### src/rtl/alu_mul_sequencer.sv
// rtl/alu_mul_sequencer.sv - shift-and-add multiply sequencer that borrows the shared ALU
// Passes core ALU traffic through when idle; owns the ALU adder while a multiply runs.
module alu_mul_sequencer #(
  parameter int         WIDTH   = 32,
  parameter logic [2:0] ALU_ADD = 3'b000
) (
  input  logic             clk,
  input  logic             reset_n,
  input  logic             Start,
  input  logic [WIDTH-1:0] A,
  input  logic [WIDTH-1:0] B,
  input  logic [WIDTH-1:0] CoreSrcA,
  input  logic [WIDTH-1:0] CoreSrcB,
  input  logic [2:0]       CoreALUControl,
  output logic [WIDTH-1:0] SrcA,
  output logic [WIDTH-1:0] SrcB,
  output logic [2:0]       ALUControl,
  input  logic [WIDTH-1:0] ALUResult,
  output logic             Busy,
  output logic             Done,
  output logic [WIDTH-1:0] Result
);

  localparam int            CW   = $clog2(WIDTH);
  localparam logic [CW-1:0] LAST = CW'(WIDTH - 1);

  typedef enum logic [1:0] {IDLE, RUN, DONE} state_t;

  state_t           state_q, state_d;
  logic [WIDTH-1:0] acc_q, acc_d;
  logic [WIDTH-1:0] mcand_q, mcand_d;
  logic [WIDTH-1:0] mplier_q, mplier_d;
  logic [CW-1:0]    count_q, count_d;
  logic [WIDTH-1:0] result_q, result_d;
  logic             busy_q, busy_d;
  logic             done_q, done_d;

  always_comb begin
    state_d  = state_q;
    acc_d    = acc_q;
    mcand_d  = mcand_q;
    mplier_d = mplier_q;
    count_d  = count_q;
    result_d = result_q;
    busy_d   = busy_q;
    done_d   = 1'b0;
    case (state_q)
      IDLE: begin
        if (Start) begin
          acc_d    = '0;
          mcand_d  = A;
          mplier_d = B;
          count_d  = '0;
          busy_d   = 1'b1;
          if (B != '0) begin
            state_d = RUN;
          end else begin
            state_d  = DONE;
            result_d = '0;
            done_d   = 1'b1;
          end
        end
      end
      RUN: begin
        acc_d    = ALUResult;
        mcand_d  = mcand_q << 1;
        mplier_d = mplier_q >> 1;
        count_d  = count_q + CW'(1);
        // Stop as soon as no multiplier bits remain above the one consumed now.
        if (mplier_q[WIDTH-1:1] == '0 || count_q == LAST) begin
          state_d  = DONE;
          result_d = ALUResult;
          done_d   = 1'b1;
        end
      end
      DONE: begin
        state_d = IDLE;
        busy_d  = 1'b0;
      end
      default: begin
        state_d = IDLE;
        busy_d  = 1'b0;
      end
    endcase
  end

  always_ff @(posedge clk or negedge reset_n) begin
    if (!reset_n) begin
      state_q  <= IDLE;
      acc_q    <= '0;
      mcand_q  <= '0;
      mplier_q <= '0;
      count_q  <= '0;
      result_q <= '0;
      busy_q   <= 1'b0;
      done_q   <= 1'b0;
    end else begin
      state_q  <= state_d;
      acc_q    <= acc_d;
      mcand_q  <= mcand_d;
      mplier_q <= mplier_d;
      count_q  <= count_d;
      result_q <= result_d;
      busy_q   <= busy_d;
      done_q   <= done_d;
    end
  end

  always_comb begin
    SrcA       = CoreSrcA;
    SrcB       = CoreSrcB;
    ALUControl = CoreALUControl;
    case (state_q)
      RUN: begin
        SrcA       = acc_q;
        SrcB       = mplier_q[0] ? mcand_q : '0;
        ALUControl = ALU_ADD;
      end
      DONE: begin
        SrcA       = '0;
        SrcB       = '0;
        ALUControl = ALU_ADD;
      end
      default: ;
    endcase
  end

  assign Busy   = busy_q;
  assign Done   = done_q;
  assign Result = result_q;

endmodule
### config.mk
export PLATFORM = sky130hd
export DESIGN_NAME = alu_mul_sequencer
export DESIGN_NICKNAME = d
export VERILOG_FILES = /design/src/rtl/alu_mul_sequencer.sv
export SDC_FILE = /design/constraint.sdc
export NUM_CORES = 1
export LEC_CHECK = 0
export ABC_AREA = 0
export ABC_CLOCK_PERIOD_IN_PS = 2450
export BUFFER_PORTS_ARGS = -buffer_cell sky130_fd_sc_hd__buf_2
export CORE_MARGIN = 2
export CORE_UTILIZATION = 40
export CTS_BUF_LIST = sky130_fd_sc_hd__clkbuf_16
export DETAILED_ROUTE_END_ITERATION = 7
export GPL_ROUTABILITY_DRIVEN = 0
export GPL_TIMING_DRIVEN = 0
export PLACE_DENSITY = 0.68
export REMOVE_ABC_BUFFERS = 1
export SLEW_MARGIN = 20
export SYNTH_ARGS = -nofsm -noshare
export SYNTH_HDL_FRONTEND = slang
export SYNTH_SLANG_ARGS = --single-unit
### constraint.sdc
create_clock -name clk -period 2.45 [get_ports clk]
set_clock_uncertainty 0.05 [all_clocks]
set_input_delay 0.1225 -clock clk [delete_from_list [all_inputs] [get_ports clk]]
set_output_delay 0.1225 -clock clk [all_outputs]
set_load 0.005 [all_outputs]
==> results of run 1 <==
[repair_timing]
item	4_1_cts	5_1_grt
gates resized for setup	8	1
cloned	2	0
setup buffers	11	2
endpoints found under the hold margin	191	0
pin swaps	6	1
hold buffers	76	0
setup endpoints to repair	157	32
[layout make-up]
class	count	area [sq um]
sequential	137	3430
tap	220	275
fill	1427	6560
inverter	68	260
clock inverter	14	181
clock buffer	17	425
multi-input combinational	470	2950
timing repair buffer	368	2510
[report_power, final]
| part | internal [uW] | total, uW | leakage (uW) | switching, uW |
|---|---|---|---|---|
| logic | 2200 | 4830 | 0.00304 | 2630 |
| clock network | 1690 | 2670 | 0.000290 | 984 |
| registers | 3000 | 3570 | 0.00179 | 567 |
| total | 6890 | 11100 | 0.00511 | 4180 |
[sequential cells by signal, indices dropped and copies added (netlist names)]
name and flops:
Busy 1, Done 1, state_q 2, count_q 5
mcand_q 32, mplier_q 32, acc_q 32, Result 32
[metal layers]
layer	vias to the layer above	GRT usage	part of all wire
met3	32	0.0416	0.047
li1	3244	-	-
met4	0	0.0813	0.017
met5	-	0	0
met2	219	0.420	0.51
met1	3237	0.316	0.43
[cells in the final DEF, fill, tap and decap left out, types with 2 or more instances in the layout]
cell           Yosys  layout
a21oi_1           27      27
a22o_1            67      67
a22oi_1           17      17
and3_1            22      21
and3_4             0       2
and4_1             4       4
buf_12             0       3
buf_16             0       8
buf_2              6     265
buf_4              0      12
buf_6              3       2
buf_8              0       2
bufinv_16          0       4
clkbuf_16          0      17
clkinv_2           0       3
clkinvlp_4         0       4
dfrtp_1          137     137
dlygate4sd3_1      0      76
ha_1               4       2
ha_4               0       2
inv_1             67      68
inv_6              0       2
mux2i_1           45      45
nand2_1          113     113
nand4_1            4       4
nor2_1             4       2
nor2b_1            3       3
nor4_1            15      14
o21ai_0          131     131
or3b_4             0       2
[critical path, stage by stage]
cell	delay, ns
dlygate4sd3_1	0.54
buf_2	0.13
nor4_1	0.42
and4_1	0.31
a21oi_1	0.21
or3b_4	0.58
a22o_1	0.24
[cell families after synthesis]
group	Yosys count	share of synthesized area
compound gates	247	0.229
fa+ha+maj	4	0.00738
buf+inv	124	0.0731
flops	137	0.506
mux	46	0.0681
simple gates	171	0.117
[worst max path at each step]
stage,start,endpoint,slack [ns],depth (start not counted)
after floorplan,state_q[1],Result[0],-4.06,5
after global placement,state_q[1],Result[7],-8.46,5
after global routing,state_q[0],SrcB[2],0.02,8
after detailed placement,state_q[0],Result[3],-0.85,8
after CTS,state_q[1],Result[11],0.05,8
final,B[25],Result[2],0.13,7
[stage by stage]
step | setup TNS, ns | hold WS, ns | instance area (sq um) | instances
floorplan | -454.95 | -0.223 | 6540 | 673
global placement | -1065.97 | 0.311 | 8150 | 1159
detailed placement | -38.18 | 0.124 | 8490 | 1172
CTS | 0 | 0.0143 | 10000 | 1292
global route | 0 | 0.0355 | 10000 | 1294
finish | 0 | 0.0308 | 10000 | 1294
==> summary.md, run 1 <==
| Metric | Value |
|---|---|
| Die Wd | 134 microns |
| RSZ-0062 raised after global routing | no |
| Hold path endpoint | mplier_q[0] |
| WHS Path Cells | 3 |
| Via total after detailed routing | 6732 |
| Vias per cell | 5.20 |
| HP Class | in -> reg |
| VDD IR-drop max | 615 uV |
| Top cell type by total area after synthesis | dfrtp_1 |
| Post-route ant nets | 0 |
| PnR Total Power | 11100 uW |
| HP Start | B[0] |
| Number of port buffers | 266 |
| Largest net degree at the start of global routing | 86 |
| DRT iter0 DRCs | 450 |
| CP Class | in -> reg |
| Area grow syn2layout | 47.9% |
| Die Area | 0.0180 sq mm |
| Startpoint types | input port |
| Ys flop type | dfrtp_1 |
| First-pass GRT wire length | 34800 microns |
| Finished Core Util | 0.605 |
| Post-layout net count | 1232 |
| Slew headroom | 0.555 |
| Mapped cell area | 0.00678 sq mm |
| Number of flops mapped to enable cells by yosys | 0 |
| R2r worst-path depth | 6 |
| Leakage power | 0.00511 uW |
| Top post-synthesis cells by area | dfrtp_1 51%, o21ai_0 9.7%, a22o_1 8.7%, mux2i_1 6.6%, nand2_1 6.3% |
| Area fraction of the dominant cell type after synthesis | 0.506 |
| Crit. End Element | flop |
| Grt total ovfl | 0 |
| CP required | 2.70 ns |
| Vias in the first global route | 6769 |
| Floorplan die height | 134 microns |
| Setup-failing EPs final | 0 |
| Synthesis Warnings | 0 |
| R2R Path End | Result[2] |
| CTS buffer count | 17 |
| Clock tree buffer depth | 2 |
| Drc violations | 0 |
| All-Layer GR Usage | 0.245 |
| Critical path peak fanout | 16 |
| Setup slack at placement | -0.850 ns |
| Routed WL | 22000 microns |
| Fin crit share | 0.948 |
| Synth cell count leaders | 137 x dfrtp_1, 131 x o21ai_0, 113 x nand2_1, 67 x a22o_1, 67 x inv_1 |
| Routed WL per cell | 17.0 microns |
| Minimum clock period | 2.32 ns |
| TritonCTS clock tree | built |
| PD cells | 1100 mW/mm^2 |
| Core area | 0.0166 sq mm |
| Slew Viols, Final | 0 |
| Layout cell share with drive strength beyond 1 | 0.312 |
| Final Hold Viols | 0 |
| Avg Inst Size Synth | 9.30 sq um |
| DR pass1 iterations | 4 |
| RR Startpoint | state_q[0] |
| Max H-tree Level | 4 |
| Sequential share of the synthesized area | 0.506 |
| Initial antenna violation count | 0 |
| # IOs | 267 |
| Register bit total from synthesis | 137 |
| Highest clock rate | 0.431 GHz |
| Mapped Cells | 729 |
| Count leader, synth | dfrtp_1 |
| Worst skew pair latency | 0.42 ns |
| Final WS setup | 0.128 ns |
| Flop2flop setup slack | 0.15 ns |
| Distinct cells, synth | 32 |
| Post-DP HPWL | 13800 microns |
| Worst-margin pin slew | 0.667 ns |
| Clk Tree Root Cell | clkbuf_16 |
| Total of max-cap violations | 0 |
| Starting Density | 0.409 |
| Run status | completed |
| CP arrival | 2.57 ns |
| CTS clock-pin slew for the worst setup and hold paths | 0.06 ns |
| Row cnt | 47 |
| Asr flop ratio synth | 1.00 |
| # diodes | 0 |
| Clock tree sinks | 137 |
(Power assumes the default switching activity.)
==> run 2, diff against run 1 <==
--- a/config.mk
+++ b/config.mk
@@ -14,7 +14,7 @@
 export DETAILED_ROUTE_END_ITERATION = 7
 export GPL_ROUTABILITY_DRIVEN = 0
 export GPL_TIMING_DRIVEN = 0
-export PLACE_DENSITY = 0.68
+export PLACE_DENSITY = 0.79
 export REMOVE_ABC_BUFFERS = 1
 export SLEW_MARGIN = 20
 export SYNTH_ARGS = -nofsm -noshare
==> run 2 against run 1 <==
Net effect: fmax down 1.6%; cell count down 0.15%; sequential power about the same; global-route usage down 0.20 points; clock-buffer cell count unchanged; power down 1.7%; worst hold slack better by 0.0011 ns; clock power about the same; register-to-register slack worse by 0.06 ns; sequential share of layout area up 0.15 points; core utilization down 0.26 points; final area down 0.42%; critical endpoint is now Result[30]; largest cell class unchanged.
==> summary.md, run 2 (synthesized netlist as in run 1, its figures left out) <==
| Metric | Value |
|---|---|
| DR WL met3 | 1340 microns |
| Vias per cell | 5.39 |
| Finished Core Util | 0.602 |
| Final Instance Area | 0.00998 sq mm |
| Row cnt | 47 |
| Post-DP HPWL | 13600 microns |
| Slew Viols, Final | 0 |
| Area after DPL | 0.00843 sq mm |
| Met1 Wirelength | 8930 microns |
| Commonest non-fill, non-tap cell in the layout | buf_2 |
| All-Layer GR Usage | 0.243 |
| RSZ-0062 raised after global routing | yes |
| Die Wd | 134 microns |
| Minimum clock period | 2.36 ns |
| Worst setup startpoint | state_q[1] |
| Floorplan die height | 134 microns |
| Die Area | 0.0180 sq mm |
| Final Instance Count excl. Fillers | 1292 |
| Core area | 0.0166 sq mm |
| CP Class | reg -> reg |
| Vias in the first global route | 6916 |
| CTS buffer count | 17 |
| Slew headroom | 0.530 |
| VDD IR-drop max | 670 uV |
| Top sig layer | met4 |
| Dpl cells | 1170 |
| HP Start | B[7] |
| Crit. End Element | flop |
| Worst hold margin | 0.0319 ns |
| RR Startpoint | state_q[1] |
| Clock tree buffer depth | 2 |
| Clk Tree Root Cell | clkbuf_16 |
| Routed WL per cell | 17.0 microns |
| Grt total ovfl | 0 |
| CP required | 2.69 ns |
| HP Class | in -> reg |
| Setup-failing EPs final | 0 |
| Max H-tree Level | 4 |
| TritonCTS clock tree | built |
| Worst skew pair latency | 0.41 ns |
| Total of max-cap violations | 0 |
| # IOs | 267 |
| CTS clock-pin slew for the worst setup and hold paths | 0.06 ns |
| Final Hold Viols | 0 |
| Critical path peak fanout | 32 |
| Commonest non-fill, non-tap cells in the layout | 265 x buf_2, 137 x dfrtp_1, 131 x o21ai_0 |
| Number of port buffers | 266 |
| Post-layout net count | 1228 |
| DR pass1 iterations | 5 |
| CP arrival | 2.60 ns |
| First-pass GRT wire length | 34900 microns |
| Via total after detailed routing | 6964 |
| Area grow syn2layout | 47.3% |
| DRT iter0 DRCs | 407 |
| Leakage power | 0.00509 uW |
| PnR Total Power | 10900 uW |
| Largest net degree at the start of global routing | 73 |
| Clock tree sinks | 137 |
| Initial antenna violation count | 1 |
| Post-route ant nets | 0 |
| Highest clock rate | 0.424 GHz |
| Fill count | 1383 |
| PD cells | 1090 mW/mm^2 |
| Worst-margin pin slew | 0.703 ns |
| Starting Density | 0.409 |
| Run status | completed |
| Fin crit share | 0.963 |
| Routed WL | 22000 microns |
| Startpoint types | flop |
| Drc violations | 0 |
| Layout cell share with drive strength beyond 1 | 0.309 |
| Met2 WL post-DR | 11400 microns |
## run 2: path summary, 6_finish.rpt
path	end	slack [ns]	cells past startpoint
min	mplier_q[7]	0.03	3
min reg2reg	mcand_q[31]	0.44	2
min in group asynchronous	acc_q[26]	0.17	2
max reg2reg	Result[30]	0.09	7
max in group asynchronous	mcand_q[15]	1.45	3
max	Result[30]	0.09	7
## run 2: cell type report
| type | count | area [sq um] | area share |
|---|---|---|---|
| sequential | 137 | 3430 | 0.343 |
| multi-input combinational | 471 | 2970 | 0.297 |
| timing repair buffer | 363 | 2440 | 0.245 |
| clock buffer | 17 | 425 | 0.0426 |
| tap | 220 | 275 | 0.0276 |
| inverter | 68 | 260 | 0.0261 |
| clock inverter | 15 | 184 | 0.0184 |
| antenna | 1 | 2.50 | 0.000251 |
## run 2: power by group
group,internal (uW),switching [uW]
Combinational,2080,2570
Sequential,3000,575
Clock,1690,969
## run 2: metrics by stage
stage                     setup TNS [ns]  worst slack (ns)
after detailed placement          -60.19            -0.838
final                                  0            0.0898
after CTS                              0            0.0546
after floorplan                  -454.95             -4.06
after global routing              -0.131           -0.0286
after global placement          -1020.24             -8.14
## run 2: worst max-delay path, cell delays in order, from the launching register on
cell	delay, ns
dfrtp_1	0.37
inv_1	0.16
ha_4	0.28
nand2_1	0.12
a21boi_4	0.20
buf_16	0.19
or3b_4	0.58
a22o_1	0.27
## run 2: routing by layer
| metal | vias to the layer above | GRT usage |
|---|---|---|
| li1 | 3240 | - |
| met1 | 3416 | 0.303 |
| met2 | 283 | 0.424 |
| met3 | 25 | 0.0522 |
| met4 | 0 | 0.0743 |
| met5 | - | 0 |
## run 2: what timing repair did
item,in CTS,in global routing
cloned,2,1
endpoints found under the hold margin,173,0
pin swaps,4,3
hold buffers,77,0
setup endpoints to repair,153,67
gates resized for setup,7,6
buffers inserted,6,3
==> run 3, diff against run 2 <==
--- a/config.mk
+++ b/config.mk
@@ -6,7 +6,7 @@
 export NUM_CORES = 1
 export LEC_CHECK = 0
 export ABC_AREA = 0
-export ABC_CLOCK_PERIOD_IN_PS = 2450
+export ABC_CLOCK_PERIOD_IN_PS = 2600
 export BUFFER_PORTS_ARGS = -buffer_cell sky130_fd_sc_hd__buf_2
 export CORE_MARGIN = 2
 export CORE_UTILIZATION = 40
==> constraint.sdc (replaced) <==
create_clock -name clk -period 2.6 [get_ports clk]
set_clock_uncertainty 0.05 [all_clocks]
set_input_delay 0.13 -clock clk [delete_from_list [all_inputs] [get_ports clk]]
set_output_delay 0.13 -clock clk [all_outputs]
set_load 0.005 [all_outputs]
==> run 3 against run 2 <==
Net effect: critical endpoint unchanged; sequential power is 5.9% lower; first-iteration DRC count is 11% lower; setup slack better by 0.045 ns; power is 6.4% lower; largest cell class unchanged; combinational power is 7.1% lower.
==> summary.md, run 3 (synthesized netlist as in run 1, its figures left out) <==
| Metric | Value |
|---|---|
| VDD IR-drop max | 624 uV |
| Crit-path max cell delay | 0.54 ns |
| CTS buffer count | 17 |
| Worst skew pair latency | 0.42 ns |
| Routed WL per cell | 16.7 microns |
| Fin crit share | 0.948 |
| Ordered list of cells on the worst path | dlygate4sd3_1, buf_2, nor4_1, and4_1, a21oi_1, nor4_4, buf_4, buf_4, buf_6, a22o_1 |
| Worst hold margin | 0.0103 ns |
| Floorplan die height | 134 microns |
| Grt total ovfl | 0 |
| PD cells | 1030 mW/mm^2 |
| First-pass GRT wire length | 34500 microns |
| Logic gate share of total power | 0.424 |
| RSZ-0062 raised after global routing | no |
| Max H-tree Level | 4 |
| Vias in the first global route | 6857 |
| Clock Power Share | 0.245 |
| Critical path destination | Result[30] |
| Layout cell share with drive strength beyond 1 | 0.304 |
| TritonCTS clock tree | built |
| CP arrival | 2.76 ns |
| Core area | 0.0166 sq mm |
| Crit. End Element | flop |
| Leakage power | 0.00505 uW |
| FF+latch area | 0.00343 sq mm |
| Area after DPL | 0.00843 sq mm |
| Multi-input logic area | 0.00294 sq mm |
| Via total after detailed routing | 6855 |
| Die Wd | 134 microns |
| Clock tree buffer depth | 2 |
| Sequential share of power | 0.331 |
| # IOs | 267 |
| Clock tree sinks | 137 |
| Slew headroom | 0.542 |
| PnR Total Power | 10200 uW |
| RR Startpoint | state_q[1] |
| DR pass1 iterations | 5 |
| Highest clock rate | 0.406 GHz |
| Internal | 6350 uW |
| Vias per cell | 5.33 |
| Row cnt | 47 |
| CTS clock-pin slew for the worst setup and hold paths | 0.06 ns |
| Drc violations | 0 |
| Starting Density | 0.409 |
| HP Class | in -> reg |
| R2R Path End | Result[1] |
| Commonest non-fill, non-tap cell in the layout | buf_2 |
| Startpoint types | input port |
| All-Layer GR Usage | 0.240 |
| Number of port buffers | 266 |
| CP Class | in -> reg |
| Setup TNS | 0 ns |
| Largest net degree at the start of global routing | 73 |
| Total of max-cap violations | 0 |
| Slowest-stage cell, CP | dlygate4sd3_1 |
| Post-route ant nets | 0 |
| Switch share | 0.377 |
| Commonest non-fill, non-tap cells in the layout | 265 x buf_2, 137 x dfrtp_1, 131 x o21ai_0 |
| Die Area | 0.0180 sq mm |
| CP required | 2.89 ns |
| Slew Viols, Final | 0 |
| Post-layout net count | 1222 |
| Critical path peak fanout | 13 |
| Run status | completed |
| DRT iter0 DRCs | 363 |
| Initial antenna violation count | 1 |
| Final Hold Viols | 0 |
| Clk Tree Root Cell | clkbuf_16 |
| Flop2flop setup slack | 0.17 ns |
| Area grow syn2layout | 45.8% |
| Worst-margin pin slew | 0.686 ns |
| R2r worst-path depth | 7 |
| Minimum clock period | 2.46 ns |
| Most used cell along the critical path | buf_4 |
| Fill count | 1395 |
| Routed WL | 21500 microns |
| Psw | 3840 uW |
| Setup-failing EPs final | 0 |
| Post-DP HPWL | 13600 microns |
| Worst setup startpoint | B[5] |
| Final Instance Area | 0.00989 sq mm |
==> run 3: changes by cell type in the layout (fill, tap and decap cells not counted) <==
| cell | previous run | this run |
|---|---|---|
| and3_2 | 0 | 1 |
| nor4_1 | 13 | 15 |
| buf_4 | 7 | 6 |
| clkbuf_8 | 0 | 1 |
| buf_6 | 3 | 2 |
| a21oi_2 | 1 | 0 |
| dlygate4sd3_1 | 77 | 75 |
| inv_6 | 1 | 0 |
| and2_4 | 2 | 1 |
| buf_12 | 4 | 2 |
| inv_4 | 0 | 1 |
| a21oi_1 | 26 | 27 |
| and3_4 | 2 | 1 |
| nor4_2 | 2 | 0 |
==> run 3: power by group through the flow <==
stage	Clock, uW	Sequential (uW)	Combinational (uW)
2_1_floorplan	0	3230	2360
3_3_place_gp	0	3360	3620
3_5_place_dp	0	3380	4020
4_1_cts	2530	3360	4280
5_1_grt	2640	3470	4810
6_report	2500	3370	4320
==> run 3: repair_timing <==
| item | in CTS | in global routing |
|---|---|---|
| hold endpoints to repair | 171 | 0 |
| cloned | 2 | 0 |
| pin swaps | 4 | 1 |
| gates resized for setup | 6 | 0 |
| setup endpoints to repair | 149 | 5 |
| setup buffers | 5 | 1 |
| hold buffers | 75 | 0 |
==> run 3: layout make-up <==
type	count	area share
tap	220	0.0278
clock inverter	15	0.0186
inverter	68	0.0261
timing repair buffer	358	0.241
sequential	137	0.347
clock buffer	17	0.0430
antenna	1	0.000253
multi-input combinational	470	0.297
==> run 3: worst min-delay path by stage <==
stage,start,end,slack (ns),cells past startpoint
final,B[30],mplier_q[30],0.01,3
after global routing,B[30],mplier_q[30],0.01,3
after CTS,B[3],mplier_q[3],0.002,3
after detailed placement,reset_n,acc_q[26],0.06,1
after global placement,ALUResult[29],Result[29],0.32,2
after floorplan,reset_n,Busy,-0.22,0
==> run 3: per-layer routing <==
metal / track usage / up-vias / routed length, microns
met2: 0.418 / 246 / 11100
met5: 0 / - / 0
met1: 0.300 / 3348 / 8900
li1: - / 3226 / -
met4: 0.0743 / 0 / 327
met3: 0.0518 / 35 / 1230
==> run 3: critical path, delay by kind of cell <==
kind            cells  cell delay [ns]
simple gates        3             0.99
buf+inv             5             1.33
compound gates      2             0.29
==> run 3: per-stage QoR <==
step	worst slack (ns)	std cells	utilization
after CTS	0.107	1284	0.595
after floorplan	-3.91	673	-
final	0.135	1286	0.596
after global placement	-7.99	1159	0.491
after detailed placement	-0.688	1170	0.508
after global routing	0.00149	1286	0.596
